**src/rtl/fpu_arb_pkg.sv**
```systemverilog
// Shared types for the two-requester FP add arbiter.
//   fpu_add_req_t : one add/sub request {op1, op2, sub, frm}
//   fpu_add_rsp_t : one adder response {result, flags}
//   req_id_t      : requester index carried through the order queue
package fpu_arb_pkg;

  localparam int unsigned FFLAGS_W = 5;

  typedef logic req_id_t;

  typedef struct packed {
    logic [31:0] op1;
    logic [31:0] op2;
    logic        sub;
    logic [2:0]  frm;
  } fpu_add_req_t;

  typedef struct packed {
    logic [31:0]         result;
    logic [FFLAGS_W-1:0] flags;
  } fpu_add_rsp_t;

  // a - b is issued as a + (-b): only the sign bit of op2 changes.
  function automatic logic [31:0] fold_sub(input logic [31:0] op2, input logic sub);
    return {op2[31] ^ sub, op2[30:0]};
  endfunction

endpackage

```
**src/rtl/fpu_tag_fifo.sv**
```systemverilog
// Order queue of requester IDs for operations in flight.
// Ports:
//   clk, rst     : clock, asynchronous active-high reset
//   push, din    : enqueue din (ignored when full)
//   pop, dout    : dequeue; dout shows the oldest entry (ignored when empty)
//   empty, full  : occupancy flags derived from the internal count
module fpu_tag_fifo #(
  parameter int unsigned DEPTH = 4,
  parameter int unsigned WIDTH = 1
) (
  input  logic             clk,
  input  logic             rst,
  input  logic             push,
  input  logic             pop,
  input  logic [WIDTH-1:0] din,
  output logic [WIDTH-1:0] dout,
  output logic             empty,
  output logic             full
);

  localparam int unsigned AW = $clog2(DEPTH);

  logic [WIDTH-1:0] r_mem [DEPTH];
  logic [AW-1:0]    r_wr_ptr;
  logic [AW-1:0]    r_rd_ptr;
  logic [AW:0]      r_count;
  logic             w_push;
  logic             w_pop;

  assign empty  = (r_count == '0);
  assign full   = (r_count == (AW+1)'(DEPTH));
  assign w_push = push & ~full;
  assign w_pop  = pop & ~empty;
  assign dout   = r_mem[r_rd_ptr];

  always_ff @(posedge clk or posedge rst) begin
    if (rst) begin
      r_wr_ptr <= '0;
      r_rd_ptr <= '0;
      r_count  <= '0;
    end else begin
      if (w_push) r_wr_ptr <= r_wr_ptr + AW'(1);
      if (w_pop)  r_rd_ptr <= r_rd_ptr + AW'(1);
      case ({w_push, w_pop})
        2'b10:   r_count <= r_count + (AW+1)'(1);
        2'b01:   r_count <= r_count - (AW+1)'(1);
        default: r_count <= r_count;
      endcase
    end
  end

  // Storage needs no reset: an entry is only read after it was written.
  always_ff @(posedge clk) begin
    if (w_push) r_mem[r_wr_ptr] <= din;
  end

endmodule

```
**src/rtl/fpu_add_arbiter.sv**
```systemverilog
// Shares one FP add datapath between two requesters.
// Round-robin grant into a registered issue stage; requester IDs are queued
// in issue order so each in-order add_done is routed back to its origin.
// Ports:
//   CLK, RST                      : clock, asynchronous active-high reset
//   reqN_valid/ready              : request handshake (N = 0, 1)
//   reqN_op1/op2/sub/frm          : operands, subtract flag, rounding mode
//   add_valid/ready, add_op*/frm  : issue register toward the adder
//   add_done/result/flags         : adder completion, in issue order
//   rspN_valid/result/flags       : one-cycle response pulse per requester
//   err_orphan                    : sticky, add_done seen with nothing in flight
module fpu_add_arbiter
  import fpu_arb_pkg::*;
#(
  parameter int unsigned MAX_OUTSTANDING = 4
) (
  input  logic                CLK,
  input  logic                RST,
  input  logic                req0_valid,
  output logic                req0_ready,
  input  logic [31:0]         req0_op1,
  input  logic [31:0]         req0_op2,
  input  logic                req0_sub,
  input  logic [2:0]          req0_frm,
  input  logic                req1_valid,
  output logic                req1_ready,
  input  logic [31:0]         req1_op1,
  input  logic [31:0]         req1_op2,
  input  logic                req1_sub,
  input  logic [2:0]          req1_frm,
  output logic                add_valid,
  input  logic                add_ready,
  output logic [31:0]         add_op1,
  output logic [31:0]         add_op2,
  output logic [2:0]          add_frm,
  input  logic                add_done,
  input  logic [31:0]         add_result,
  input  logic [FFLAGS_W-1:0] add_flags,
  output logic                rsp0_valid,
  output logic [31:0]         rsp0_result,
  output logic [FFLAGS_W-1:0] rsp0_flags,
  output logic                rsp1_valid,
  output logic [31:0]         rsp1_result,
  output logic [FFLAGS_W-1:0] rsp1_flags,
  output logic                err_orphan
);

  fpu_add_req_t w_req0;
  fpu_add_req_t w_req1;
  fpu_add_req_t w_sel;
  logic         w_issue_free;
  logic         w_can_grant;
  logic         w_pick1;
  logic         w_grant;
  logic         w_empty;
  logic         w_full;
  logic         w_rsp_fire;
  req_id_t      w_pop_id;

  req_id_t      r_prio;
  logic         r_add_valid;
  logic [31:0]  r_add_op1;
  logic [31:0]  r_add_op2;
  logic [2:0]   r_add_frm;
  logic         r_rsp0_valid;
  logic         r_rsp1_valid;
  fpu_add_rsp_t r_rsp0;
  fpu_add_rsp_t r_rsp1;
  logic         r_err_orphan;

  assign w_req0 = {req0_op1, req0_op2, req0_sub, req0_frm};
  assign w_req1 = {req1_op1, req1_op2, req1_sub, req1_frm};

  // Fullness is the registered count at cycle start, so an add_done in the
  // same cycle cannot open a slot; ready stays independent of add_done.
  assign w_issue_free = ~r_add_valid | add_ready;
  assign w_can_grant  = ~w_full & w_issue_free;

  // Requester 1 wins when it is alone or when both ask and it holds priority.
  assign w_pick1    = req1_valid & (~req0_valid | r_prio);
  assign req0_ready = w_can_grant & req0_valid & ~w_pick1;
  assign req1_ready = w_can_grant & w_pick1;
  assign w_grant    = req0_ready | req1_ready;
  assign w_sel      = w_pick1 ? w_req1 : w_req0;

  assign w_rsp_fire = add_done & ~w_empty;

  fpu_tag_fifo #(
    .DEPTH (MAX_OUTSTANDING),
    .WIDTH (1)
  ) u_order_q (
    .clk   (CLK),
    .rst   (RST),
    .push  (w_grant),
    .pop   (add_done),
    .din   (w_pick1),
    .dout  (w_pop_id),
    .empty (w_empty),
    .full  (w_full)
  );

  always_ff @(posedge CLK or posedge RST) begin
    if (RST) begin
      r_prio      <= 1'b0;
      r_add_valid <= 1'b0;
      r_add_op1   <= '0;
      r_add_op2   <= '0;
      r_add_frm   <= '0;
    end else begin
      if (w_grant) begin
        r_prio      <= ~w_pick1;
        r_add_valid <= 1'b1;
        r_add_op1   <= w_sel.op1;
        r_add_op2   <= fold_sub(w_sel.op2, w_sel.sub);
        r_add_frm   <= w_sel.frm;
      end else if (add_ready) begin
        r_add_valid <= 1'b0;
      end
    end
  end

  always_ff @(posedge CLK or posedge RST) begin
    if (RST) begin
      r_rsp0_valid <= 1'b0;
      r_rsp1_valid <= 1'b0;
      r_rsp0       <= '0;
      r_rsp1       <= '0;
      r_err_orphan <= 1'b0;
    end else begin
      r_rsp0_valid <= w_rsp_fire & ~w_pop_id;
      r_rsp1_valid <= w_rsp_fire & w_pop_id;
      if (w_rsp_fire & ~w_pop_id) r_rsp0 <= {add_result, add_flags};
      if (w_rsp_fire & w_pop_id)  r_rsp1 <= {add_result, add_flags};
      if (add_done & w_empty)     r_err_orphan <= 1'b1;
    end
  end

  assign add_valid   = r_add_valid;
  assign add_op1     = r_add_op1;
  assign add_op2     = r_add_op2;
  assign add_frm     = r_add_frm;
  assign rsp0_valid  = r_rsp0_valid;
  assign rsp0_result = r_rsp0.result;
  assign rsp0_flags  = r_rsp0.flags;
  assign rsp1_valid  = r_rsp1_valid;
  assign rsp1_result = r_rsp1.result;
  assign rsp1_flags  = r_rsp1.flags;
  assign err_orphan  = r_err_orphan;

endmodule
```
**config.mk**
```make
export PLATFORM = sky130hd
export DESIGN_NAME = fpu_add_arbiter
export DESIGN_NICKNAME = d
export VERILOG_FILES = /design/src/rtl/fpu_arb_pkg.sv /design/src/rtl/fpu_tag_fifo.sv /design/src/rtl/fpu_add_arbiter.sv
export SDC_FILE = /design/constraint.sdc
export NUM_CORES = 1
export LEC_CHECK = 0
export CORE_ASPECT_RATIO = 1.4
export CORE_MARGIN = 3
export CORE_UTILIZATION = 41
export DETAILED_ROUTE_END_ITERATION = 8
export PLACE_DENSITY_LB_ADDON = 0.15
export SLEW_MARGIN = 10
export SYNTH_ARGS = -nofsm -noshare
export SYNTH_HDL_FRONTEND = slang
export SYNTH_SLANG_ARGS = --single-unit
```
**constraint.sdc**
```tcl
create_clock -name CLK -period 6.2 [get_ports CLK]
set_clock_uncertainty 0.05 [all_clocks]
set_input_delay 1.24 -clock CLK [delete_from_list [all_inputs] [get_ports CLK]]
set_output_delay 1.24 -clock CLK [all_outputs]
set_load 0.1 [all_outputs]
```
# [Yosys cells after proc, flatten, opt, wreduce, memory -nomap -nowiden]
# Memory sizes are Yosys's and may differ from the RTL's.
# Index checks and enable logic that the tools add are counted.
[op_classes] addsub=4 n_eq_ne=3 n_mux=6 bitwise_logic=20 n_reduce_logical=3
[ops] op="$mux 68" n=1
[ops] op="$and 1x1->1" n=10
[ops] op="$not 1->1" n=6
[ops] op="$pmux 3 s2" n=1
[ops] op="$add 2x1->2 const B" n=2
[ops] op="$mux 1" n=4
[ops] op="$reduce_bool 2->1" n=2
[ops] op="$add 3x1->3 const B" n=1
[ops] op="$eq 3x3->1 const B" n=1
[ops] op="$logic_not 3->1" n=1
[ops] op="$or 1x1->1" n=3
[ops] op="$sub 3x1->3 const B" n=1
[ops] op="$eq 2x1->1 const B" n=1
[ops] op="$eq 2x2->1 const B" n=1
[ops] op="$xor 1x1->1" n=1
[totals] ff_bits=153 mem_bits_rw=4 input_bits=179 wordCells=52 memories=1
[mem_list] name="u_order_q.r_mem" words=4 width=1 read_ports=1 rd_ports_with_merged_regs=0 wr=1 line="fpu_tag_fifo.sv:23" rtl="logic [WIDTH-1:0] r_mem [DEPTH];"

# [Depth between registers and ports, before layout]
[logic_depth] depth_word=9 depth_mapped=11 ltp_nobuf=9

# [Hierarchy]
# Synthesis repeated with hierarchy kept, for this count alone.
[unflattened] cells_unflattened=624 hier_area_um2=7060.5
[modules_own_cells] module="fpu_add_arbiter" n_inst=1 cells_each=581 area_per_inst_um2=6473.7 seq_area_each_um2=3653.5
[modules_own_cells] module="fpu_tag_fifo" n_inst=1 cells_each=43 area_per_inst_um2=586.8 seq_area_each_um2=295.3

# [Worst setup path before layout]
# Ideal clock, no wire load.
[synth_path] path_kind="input port to output port" start="input port req0_valid" end="output port req1_ready" arrival_ns=3.715 required_ns=4.910 slack_ns=1.195 path_stages=4 path_cell_list="nor2b_1 -> clkbuf_1 -> clkbuf_1 -> nor3_1"
[synth_via] elab_chain_cells=4
[synth_lines] item="from (decl)" line="fpu_add_arbiter.sv:19" rtl="input logic req0_valid,"
[synth_lines] item="$not 1->1" line="fpu_add_arbiter.sv:80" rtl="assign w_pick1 = req1_valid & (~req0_valid | r_prio);"
[synth_lines] item="$or 1x1->1" line="fpu_add_arbiter.sv:80"
[synth_lines] item="$and 1x1->1" line="fpu_add_arbiter.sv:80"
[synth_lines] item="$and 1x1->1" line="fpu_add_arbiter.sv:82" rtl="assign req1_ready = w_can_grant & w_pick1;"
[synth_lines] item="to (decl)" line="fpu_add_arbiter.sv:26" rtl="output logic req1_ready,"
# No other way between the ends.

# [Worst setup path after layout]
[layout_path] start="input port req0_valid" end="output port req0_ready"
[layout_via] elab_chain_cells=5 elab_cells_between_ends=6 classes_between="bitwise: 6"
[layout_lines] item="$not 1->1" line="fpu_add_arbiter.sv:80"
[layout_lines] item="$or 1x1->1" line="fpu_add_arbiter.sv:80"
[layout_lines] item="$and 1x1->1" line="fpu_add_arbiter.sv:80"
[layout_lines] item="$not 1->1" line="fpu_add_arbiter.sv:81" rtl="assign req0_ready = w_can_grant & req0_valid & ~w_pick1;"
[layout_lines] item="$and 1x1->1 *" line="fpu_add_arbiter.sv:81"
[layout_lines] item="to (decl)" line="fpu_add_arbiter.sv:20" rtl="output logic req0_ready,"
# Every way passes the cells marked *; elsewhere a longest branch is shown, timed or not.

==> metrics.txt <==
cell count after synthesis=465; total routed wirelength=roughly 20000 um; IO buf count=~330; top cell type's share of synthesized area=between 50% and 60%; WP data arrival=3.25 ns; Area Growth Syn to Fin=57.4%; drt first pass iters=4; worst hold path type=reg -> reg; Worst-path clk slew=about 0.06 ns; initial antenna violation count=0; layout cells sized above 1=around 12%; fin nets=between 900 and 1k; Core ar.=around 0.016 mm2; Syn. warnings=0; post-synthesis net count=between 600 and 700; Mapped Area=between 0.006 and 0.007 mm2; RSZ-0062 raised after global routing=false; post-synthesis sequential area ratio=between 50 and 60%; hold buffers post-CTS=0; Area contributors post-synth=dfrtp_1 57%, o32ai_1 8.7%, mux2_1 8.4%; max-cap viol count=0; xor/xnor share of the synthesized area=1.04%; row cnt=54; Die W=between 100 and 150 um; H-tree depth=4; critical path peak fanout=5; CTS root buf=clkbuf_16; Post-DP HPWL=approximately 14000 um; ys flop type=dfrtp_1; Hold Path Origin=rsp0_result[27]; mean routed wirelength per cell=about 20 um; fraction of registers with async set/reset=roughly 100%; Ports=around 330; post-synth top area cell=dfrtp_1; # resized after CTS=0; Startpoint Class=input pin; gr usage total=between 20% and 30%; largest family of logic cells by synthesized area=compound AO/OA/AOI/OAI gates; Data required, critical path=4.91 ns; CTS sink count=between 150 and 200; minimum clock period=~4.5 ns; drt drc=0; post-synth cell types=34; first-pass GRT wire length=a little over 30000 um; compound-gate portion of the synthesized area=around 20%; CP Class=in -> out; Layout Utilization=between 60% and 70%; vias=between 5k and 6k; Synth Area in Simple Gates=1.60%; post-CTS setup buffers=0; FF+latch count, synth=157; mux cell area share after synthesis=between 10% and 20%; CP Launch Point=req0_valid; commonest non-fill, non-tap cell in the layout=clkdlybuf4s50_1; slew margin rel.=22.2%; vias per inst=5.48; GP Congestion=between 0.8 and 0.9; CP endpoint kind=primary output; worst-margin pin slew=roughly 1.2 ns; status=completed; Pins Over Slew Limit=0; Clock Path Buffers=2; leading cell types in the layout, fill and taps excluded=324 x clkdlybuf4s50_1, 153 x dfrtp_1, 67 x o32ai_1, 50 x mux2_1, 47 x a2bb2oi_1; CTS tree=done; # setup viols final=0; initial DRC count=~220; number of synthesized flops with an enable pin=4; fin crit share=between 70% and 80%; Inserted Diodes=0; Adder-Cell Fraction of Synth Area=~1.2%; FILL cells=roughly 1.2k; GR Overflow Total=0; Peak Freq=roughly 220 MHz; Worst-Skew Late Latency=about 0.41 ns; number of global-route vias before repair=between 5k and 6k; full die area=roughly 0.018 mm2; effective utilization at floorplan=between 40% and 50%; TritonCTS Buffers=17; antenna-violating nets left=0; height of the die=158 um; FF-to-FF Start=u_order_q.r_rd_ptr[0]; mean post-synth cell area=~14 um2; Fin. Hold Viols=0; largest net degree at the start of global routing=around 110; Sum Neg Setup Slack=0 ns
-- synthesized netlist by cell type (3+ instances only) --
| cell type | count |
|---|---|
| mux2_2 | 25 |
| nand2_1 | 3 |
| mux2_1 | 50 |
| ha_1 | 5 |
| buf_4 | 3 |
| xor2_1 | 4 |
| o32ai_1 | 67 |
| clkbuf_1 | 22 |
| nor2_1 | 4 |
| inv_1 | 8 |
| xnor2_1 | 4 |
| a2bb2oi_2 | 20 |
| a2bb2oi_1 | 47 |
| and2_1 | 5 |
| edfxtp_1 | 4 |
| dfrtp_1 | 153 |
| buf_6 | 9 |
| buf_2 | 13 |
-- metrics by stage --
| step | area, um2 | setup slack (ns) | cells | hold slack [ns] |
|---|---|---|---|---|
| after floorplan | 6740 | 0.789 | 465 | 0.403 |
| after CTS | 10600 | 1.66 | 977 | 0.438 |
| after global routing | 10600 | 1.61 | 977 | 0.448 |
| after global placement | 10000 | 1.67 | 945 | 0.403 |
| after detailed placement | 10000 | 1.67 | 945 | 0.424 |
| final | 10600 | 1.66 | 977 | 0.435 |
-- worst max-delay path, cell delays in order --
cell and delay, ns:
clkdlybuf4s50_1 0.54, a21bo_2 0.25, nor2_1 0.08, clkdlybuf4s50_1 1.14
-- metal layers --
metal  vias to the layer above  share of wire (%)  GRT usage [%]
li1                       2412                  -              -
met1                      2671                 40           26.8
met2                       243                 50           35.9
met3                        24                8.4           7.19
met4                         0                2.2           7.19
met5                         -                  0              0
-- sequential cells by signal, indices dropped and copies added, names as in the netlist --
register,count
add_op1,32
rsp0_flags,5
add_op2,32
r_prio,1
rsp0_result,32
add_frm,3
u_order_q.r_rd_ptr,2
rsp1_flags,5
rsp1_valid,1
add_valid,1
u_order_q.r_wr_ptr,2
err_orphan,1
rsp1_result,32
rsp0_valid,1
u_order_q.r_mem,4
u_order_q.r_count,3
-- cell type report --
cell class	instances	area (um2)	area share (%)
Sequential cell	157	3950	37.2
Timing Repair Buffer	331	3300	31.1
Multi-Input combinational cell	251	2500	23.6
Clock buffer	18	429	4.04
Tap cell	196	245	2.31
Clock inverter	14	148	1.39
Inverter	10	42.5	0.401
-- path summary, 6_finish.rpt --
path | slack [ns] | cells past startpoint | to
setup / recovery | 1.66 | 4 | req0_ready
hold / removal | 0.43 | 1 | rsp0_result[27]
setup reg to reg | 3.71 | 3 | rsp0_result[21]
hold reg to reg | 0.43 | 1 | rsp0_result[27]
max in group asynchronous | 3.58 | 3 | add_op1[7]
min in group asynchronous | 1.39 | 2 | rsp0_result[5]
-- logic make-up (layout without fill, tap and decap cells) --
| family | count (synthesis) | in the layout |
|---|---|---|
| AOI/OAI and AO/OA | 140 | 140 |
| xor gates and xnor gates | 8 | 8 |
| adders and majority gates | 6 | 6 |
| buffers and inverters | 57 | 373 |
| DFF | 157 | 157 |
| muxes | 77 | 77 |
| and+or+nand+nor | 20 | 20 |
Power is left out: the tool's default activity adds up to more than one toggle a clock period on the data nets, which glitch-free logic cannot reach.
